===== src/rtl/ship_ctrl.sv =====
// Player-ship controller: movement with edge clamping, fire cooldown, lives and
// a hit/explode/respawn/dead sequence, plus a registered sprite pixel enable.
//
// state   | meaning
// --------+------------------------------------------------------------
// ALIVE   | normal play; move and fire; hit starts an explosion
// EXPLODE | explosion bitmap shown, inputs frozen, counts down frames
// RESPAWN | back at spawn X, blinking, move/fire allowed, hit ignored
// DEAD    | no lives left, sprite hidden, waits for restart
module ship_ctrl #(
   parameter int X_RESET        = 312,
   parameter int Y_POS          = 440,
   parameter int SPEED          = 4,
   parameter int X_MIN          = 0,
   parameter int X_MAX          = 640,
   parameter int LIVES          = 3,
   parameter int EXPLODE_FRAMES = 32,
   parameter int RESPAWN_FRAMES = 60,
   parameter int FIRE_COOLDOWN  = 16
) (
   input  logic       clk,
   input  logic       rst_n,
   input  logic       frame_tick,
   input  logic [9:0] pix_x,
   input  logic [9:0] pix_y,
   input  logic       move_left,
   input  logic       move_right,
   input  logic       fire_btn,
   input  logic       hit,
   input  logic       restart,
   input  logic [1:0] scale,
   output logic [9:0] ship_x_pos,
   output logic       ship_on,
   output logic       fire,
   output logic [9:0] fire_x,
   output logic [2:0] lives,
   output logic       game_over
);

   typedef enum logic [1:0] {
      ST_ALIVE   = 2'd0,
      ST_EXPLODE = 2'd1,
      ST_RESPAWN = 2'd2,
      ST_DEAD    = 2'd3
   } state_t;

   localparam logic [11:0] X_RESET_L = 12'(X_RESET);
   localparam logic [11:0] Y_POS_L   = 12'(Y_POS);
   localparam logic [11:0] SPEED_L   = 12'(SPEED);
   localparam logic [11:0] X_MIN_L   = 12'(X_MIN);
   localparam logic [11:0] X_MAX_L   = 12'(X_MAX);
   localparam logic [2:0]  LIVES_L   = 3'(LIVES);
   localparam logic [15:0] EXP_L     = 16'(EXPLODE_FRAMES);
   localparam logic [15:0] RESP_L    = 16'(RESPAWN_FRAMES);
   localparam logic [15:0] COOL_L    = 16'(FIRE_COOLDOWN);

   state_t      state_q, state_d;
   logic [9:0]  x_q, x_d;
   logic [2:0]  lives_q, lives_d;
   logic [15:0] ctr_q, ctr_d;
   logic [15:0] cool_q, cool_d;
   logic [2:0]  fcnt_q, fcnt_d;
   logic        ship_on_q, ship_on_d;
   logic        fire_q, fire_d;
   logic [9:0]  fire_x_q, fire_x_d;

   logic [11:0] w, h, x_ext, x_mv, px, py;
   logic        can_act, in_box, blank;
   logic [2:0]  row;
   logic [3:0]  col;
   logic [15:0] bits;

   function automatic logic [15:0] ship_row(input logic [2:0] r);
      logic [15:0] v;
      unique case (r)
         3'd0:    v = 16'h0040;
         3'd1:    v = 16'h00E0;
         3'd2:    v = 16'h00E0;
         3'd3:    v = 16'h0FFE;
         default: v = 16'h1FFF;
      endcase
      return v;
   endfunction

   function automatic logic [15:0] explode_row(input logic [2:0] r);
      logic [15:0] v;
      unique case (r)
         3'd0:    v = 16'h1111;
         3'd1:    v = 16'h0AAA;
         3'd2:    v = 16'h0444;
         3'd3:    v = 16'h1B5B;
         3'd4:    v = 16'h0444;
         3'd5:    v = 16'h0AAA;
         3'd6:    v = 16'h1111;
         default: v = 16'h0000;
      endcase
      return v;
   endfunction

   always_comb begin
      w     = 12'd13 << scale;
      h     = 12'd8 << scale;
      x_ext = {2'b00, x_q};
      px    = {2'b00, pix_x};
      py    = {2'b00, pix_y};

      // Movement, then a clamp that also catches a scale change past the edge.
      x_mv = x_ext;
      if (move_left && !move_right) begin
         x_mv = (x_ext >= X_MIN_L + SPEED_L) ? x_ext - SPEED_L : X_MIN_L;
      end else if (move_right && !move_left) begin
         x_mv = (x_ext + SPEED_L + w <= X_MAX_L) ? x_ext + SPEED_L : X_MAX_L - w;
      end
      if (x_mv + w > X_MAX_L) begin
         x_mv = X_MAX_L - w;
      end

      // A hit in ALIVE pre-empts movement and fire on the same tick.
      can_act = (state_q == ST_ALIVE && !hit) || (state_q == ST_RESPAWN);

      state_d  = state_q;
      x_d      = x_q;
      lives_d  = lives_q;
      ctr_d    = ctr_q;
      cool_d   = cool_q;
      fcnt_d   = fcnt_q;
      fire_d   = 1'b0;
      fire_x_d = fire_x_q;

      if (frame_tick) begin
         fcnt_d = fcnt_q + 3'd1;
         if (can_act) begin
            x_d = 10'(x_mv);
         end
         if (can_act && fire_btn && cool_q == 16'd0) begin
            fire_d   = 1'b1;
            fire_x_d = 10'(x_ext + (w >> 1));
            cool_d   = COOL_L;
         end else if (cool_q != 16'd0) begin
            cool_d = cool_q - 16'd1;
         end
      end

      unique case (state_q)
         ST_ALIVE: begin
            if (hit) begin
               lives_d = (lives_q != 3'd0) ? lives_q - 3'd1 : 3'd0;
               ctr_d   = EXP_L;
               state_d = ST_EXPLODE;
            end
         end
         ST_EXPLODE: begin
            if (frame_tick) begin
               if (ctr_q <= 16'd1) begin
                  if (lives_q == 3'd0) begin
                     ctr_d   = 16'd0;
                     state_d = ST_DEAD;
                  end else begin
                     x_d     = 10'(X_RESET_L);
                     ctr_d   = RESP_L;
                     state_d = ST_RESPAWN;
                  end
               end else begin
                  ctr_d = ctr_q - 16'd1;
               end
            end
         end
         ST_RESPAWN: begin
            if (frame_tick) begin
               if (ctr_q <= 16'd1) begin
                  ctr_d   = 16'd0;
                  state_d = ST_ALIVE;
               end else begin
                  ctr_d = ctr_q - 16'd1;
               end
            end
         end
         ST_DEAD: begin
            if (restart) begin
               lives_d = LIVES_L;
               x_d     = 10'(X_RESET_L);
               state_d = ST_ALIVE;
            end
         end
         default: state_d = ST_ALIVE;
      endcase

      // Pixel lookup: column 0 of the sprite is bitmap bit 12.
      in_box = (px >= x_ext) && (px < x_ext + w) &&
               (py >= Y_POS_L) && (py < Y_POS_L + h);
      row    = 3'((py - Y_POS_L) >> scale);
      col    = 4'd12 - 4'((px - x_ext) >> scale);
      bits   = (state_q == ST_EXPLODE) ? explode_row(row) : ship_row(row);
      blank  = (state_q == ST_DEAD) || (state_q == ST_RESPAWN && fcnt_q[2]);
      ship_on_d = in_box && !blank && bits[col];
   end

   always_ff @(posedge clk or negedge rst_n) begin
      if (!rst_n) begin
         state_q   <= ST_ALIVE;
         x_q       <= 10'(X_RESET_L);
         lives_q   <= LIVES_L;
         ctr_q     <= 16'd0;
         cool_q    <= 16'd0;
         fcnt_q    <= 3'd0;
         ship_on_q <= 1'b0;
         fire_q    <= 1'b0;
         fire_x_q  <= 10'd0;
      end else begin
         state_q   <= state_d;
         x_q       <= x_d;
         lives_q   <= lives_d;
         ctr_q     <= ctr_d;
         cool_q    <= cool_d;
         fcnt_q    <= fcnt_d;
         ship_on_q <= ship_on_d;
         fire_q    <= fire_d;
         fire_x_q  <= fire_x_d;
      end
   end

   assign ship_x_pos = x_q;
   assign ship_on    = ship_on_q;
   assign fire       = fire_q;
   assign fire_x     = fire_x_q;
   assign lives      = lives_q;
   assign game_over  = (state_q == ST_DEAD);

endmodule


===== config.mk =====
export PLATFORM = sky130hd
export DESIGN_NAME = ship_ctrl
export DESIGN_NICKNAME = d
export VERILOG_FILES = /design/src/rtl/ship_ctrl.sv
export SDC_FILE = /design/constraint.sdc
export NUM_CORES = 1
export LEC_CHECK = 0
export ABC_CLOCK_PERIOD_IN_PS = 5500
export CAP_MARGIN = 20
export CORE_MARGIN = 2
export CORE_UTILIZATION = 54
export CTS_CLUSTER_SIZE = 24
export DETAILED_ROUTE_END_ITERATION = 8
export PLACE_DENSITY = 0.82
export SETUP_SLACK_MARGIN = 0.15
export SLEW_MARGIN = 20
export SYNTH_ARGS = -nofsm -noshare
export SYNTH_HDL_FRONTEND = slang
export SYNTH_SLANG_ARGS = --single-unit

===== constraint.sdc =====
create_clock -name clk -period 5.5 [get_ports clk]
set_clock_uncertainty 0.1 [all_clocks]
set_input_delay 1.1 -clock clk [delete_from_list [all_inputs] [get_ports clk]]
set_output_delay 1.1 -clock clk [all_outputs]
set_load 0.05 [all_outputs]

==> results.cfg <==
[route]
wl_per_cell_um = 19.3
via_count = 6789
drt-pass1-iter-count = 9
ant_nets = 0
routed_via_density = 6.36
drtIter0Drc = 644
routed_wl_um = 20600
drc = 6

[setup_path]
slowest_delay_ns = 0.35
worst_ep_required_time_ns = 5.61
startpoint_type = input pin
path_delay_family = compound AO/OA/AOI/OAI gates
crit_buf_inv = 5
rrSetupSlack_ns = -0.81
endpoint_kind = register
r2r-start = ship_x_pos[2]
crit_fanout = 5
crit_type = input pin to register
crit_arrival_ns = 6.47
critPathSlowestCell = fa_2
r2r_end = ship_x_pos[3]
reg2reg_depth = 28

[die]
die_h_um = 113
initial_core_util = 0.557
dieArea_um2 = 12800
dieWidth_um = 113
io_pins = 56
rows = 39
core_area_um2 = 11500

[grt]
grt_usage = 0.313
grt_pass1_wl_um = 32500
grt-ovfl-total = 0
grt_pass1_vias = 6667
antenna_found_initial = 0
grt_max_degree = 63

[placed_design]
dp_hpwl_um = 15000
post-place-cells = 1035
port_buffers = 55
gp_congestion = 0.987

[cells_and_area]
area_growth_pct = 32.8
instances_no_fill = 1067
regArea_um2 = 1560
nets = 1023
drive_gt1_frac = 0.226
diodes = 0
multi_input_area_um2 = 4950
final.fill_count = 839

[timing]
hold_slack_ns = 0.370
clock.fmax_mhz = 157
hold_viol_final = 0
final.period_utilization = 1.16
slew_headroom = 0.209
period_minus_slack_ns = 6.37
tightest_slew_ns = 1.17
fin_ws_ns = -0.867
setup_viol = 9
rsz0062_at_grt = yes
drv_slew = 0

[logic_synthesis]
synth.net_count = 891
synth-edff-count = 0
synthSimpleGateAreaFrac = 0.185
synth_area_um2 = 6420
synth.avg_cell_area_um2 = 8.16
synth_top_family_by_area = compound AO/OA/AOI/OAI gates
synth_xor_area_frac = 0.0789
synth_fa_ha_area_frac = 0.149
synth_compound_area_frac = 0.250
ys_types = 76
synth_seq_cells = 62
synth-main-ff-cell = dfrtp_1
ys_seq_area_frac = 0.243
synth_mux_area_frac = 0.0380
syn_inst = 787
ys_async_sr_fraction = 1.00
yosysWarnings = 0

[clocking]
cts_tree = done
cts-buffers-inserted = 9
cts_hold_buf = 0
clkLatencyLatePin_ns = 0.33
h-tree-depth = 3
clkSinkCount = 62
clk_path_buf_depth = 2
cts_root_buffer = clkbuf_16
clk_pin_slew_worst_paths_ns = 0.05

[power]
ir_worst_vdd_mv = 0.448
seqPwrFrac = 0.157
clock_power_share = 0.105
p_per_area_nw_per_um2 = 636
p_sw_mw = 2.67
switching_share = 0.493
p_comb_frac = 0.738
power.leakage_nw = 3.71
internal-power_mw = 2.74

[min_path]
hold_path.startpoint = fcnt_q[2]
whs_endpoint = fcnt_q[2]
hp-class = register to register
hold_depth = 1

[flow_run]
drv_cap = 0

[status]
violations = design-rule violations, negative setup slack
outcome = finished with violations
[cell families (layout without fill, tap and decap cells)]
family          Yosys count  count (layout)
simple gates            246             246
compound gates          243             243
buf+inv                  84             221
fa+ha+maj                74              74
flops                    62              62
xor+xnor                 57              57
mux                      21              21
[worst reg2reg max path, delay by kind of cell, from the launching register on]
kind	cells	cell delay, ns
compound gates	11	2.25
xor+xnor	3	0.81
fa+ha+maj	4	1.09
buf+inv	4	0.59
flops	1	0.52
mux	1	0.22
simple gates	5	0.59
[per-layer routing]
| metal | part of all wire | vias to the layer above | GRT usage |
|---|---|---|---|
| met5 | 0 | - | 0 |
| met4 | 0.043 | 0 | 0.124 |
| met3 | 0.060 | 65 | 0.0445 |
| met2 | 0.51 | 308 | 0.558 |
| met1 | 0.39 | 3278 | 0.380 |
| li1 | - | 3138 | - |
[final cells by class]
| class | count | share of cell area |
|---|---|---|
| flip-flops and latches | 62 | 0.183 |
| well taps | 143 | 0.0210 |
| inverters | 55 | 0.0261 |
| repair buffers | 150 | 0.155 |
| clock inverters | 7 | 0.00851 |
| clock buffers | 9 | 0.0264 |
| multi-input cells | 641 | 0.581 |
[how the worst max path moves through the flow]
stage | start | endpoint | slack, ns | cells past startpoint
3_5_place_dp | scale[1] | ship_x_pos[3] | -1.25 | 27
2_1_floorplan | scale[1] | ship_x_pos[0] | -0.51 | 25
4_1_cts | scale[0] | ship_x_pos[1] | -0.75 | 28
5_1_grt | scale[0] | ship_x_pos[2] | -1.06 | 29
3_3_place_gp | scale[1] | ship_x_pos[0] | -1.01 | 27
6_report | scale[1] | ship_x_pos[3] | -0.87 | 28
[placed cells by master (no fill, tap or decap), drive strengths merged, types with 5 or more instances in the layout]
cell	netlist	final
buf	8	97
nor2	70	70
ha	70	70
o21ai	66	66
nand2	64	64
a21oi	60	60
dfrtp	56	56
inv	55	56
clkdlybuf4s50	0	52
xnor2	40	40
nand3	24	24
xor2	17	17
a21o	16	16
or3	14	14
nor4	14	14
nor3	13	13
mux2i	12	12
a31oi	11	11
clkbuf	20	10
o21a	10	10
a211oi	10	10
nand2b	9	9
nor2b	9	9
o211ai	8	8
o31ai	8	8
or4	7	7
mux2	7	7
and2	7	7
nand4	6	6
dfstp	6	6
a22oi	5	5
a311oi	5	5
[synth_stat cells, drive strengths merged, types with 9 or more instances]
cell    count  area share
nor2b       9      0.0088
dfrtp      56        0.22
nor4       14       0.015
or3        14       0.014
a21o       16       0.019
a21oi      60       0.047
mux2i      12       0.019
a31oi      11       0.011
nor3       13       0.011
o21a       10       0.012
clkbuf     20       0.012
inv        55       0.032
nor2       70       0.041
nand2b      9      0.0088
a211oi     10       0.012
xnor2      40       0.056
nand2      64       0.038
xor2       17       0.023
nand3      24       0.019
o21ai      66       0.052
ha         70        0.14
[power groups by stage]
stage,registers [mW],clock network (mW),logic [mW]
detailed placement,0.846,0,3.55
global route,0.875,0.592,4.33
finish,0.853,0.567,4.00
CTS,0.843,0.568,3.71
floorplan,0.956,0,2.36
global placement,0.831,0,3.41
[what timing repair did]
action | CTS | global route
setup buffers | 9 | 6
gates resized for setup | 21 | 38
cloned | 1 | 0
endpoints found under the setup margin | 10 | 10
pin swaps | 29 | 35
[state kept, by name, indices dropped and copies added (netlist names)]
register	cells
ctr_q	16
state_q	2
ship_on	1
fire_x	10
ship_x_pos	10
lives	3
cool_q	16
fcnt_q	3
fire	1
[metrics by stage]
step                TNS [ns]  instance area, µm²  worst slack [ns]  total power, mW  utilization
floorplan              -4.33                6660            -0.511             3.32            -
global placement       -9.54                7820             -1.01             4.24        0.679
detailed placement    -11.60                7820             -1.25             4.40        0.679
CTS                    -5.97                8280            -0.749             5.12        0.719
global route           -9.20                8530             -1.06             5.80        0.740
finish                 -7.32                8530            -0.867             5.42        0.740
Power figures use the tool's default switching activity.
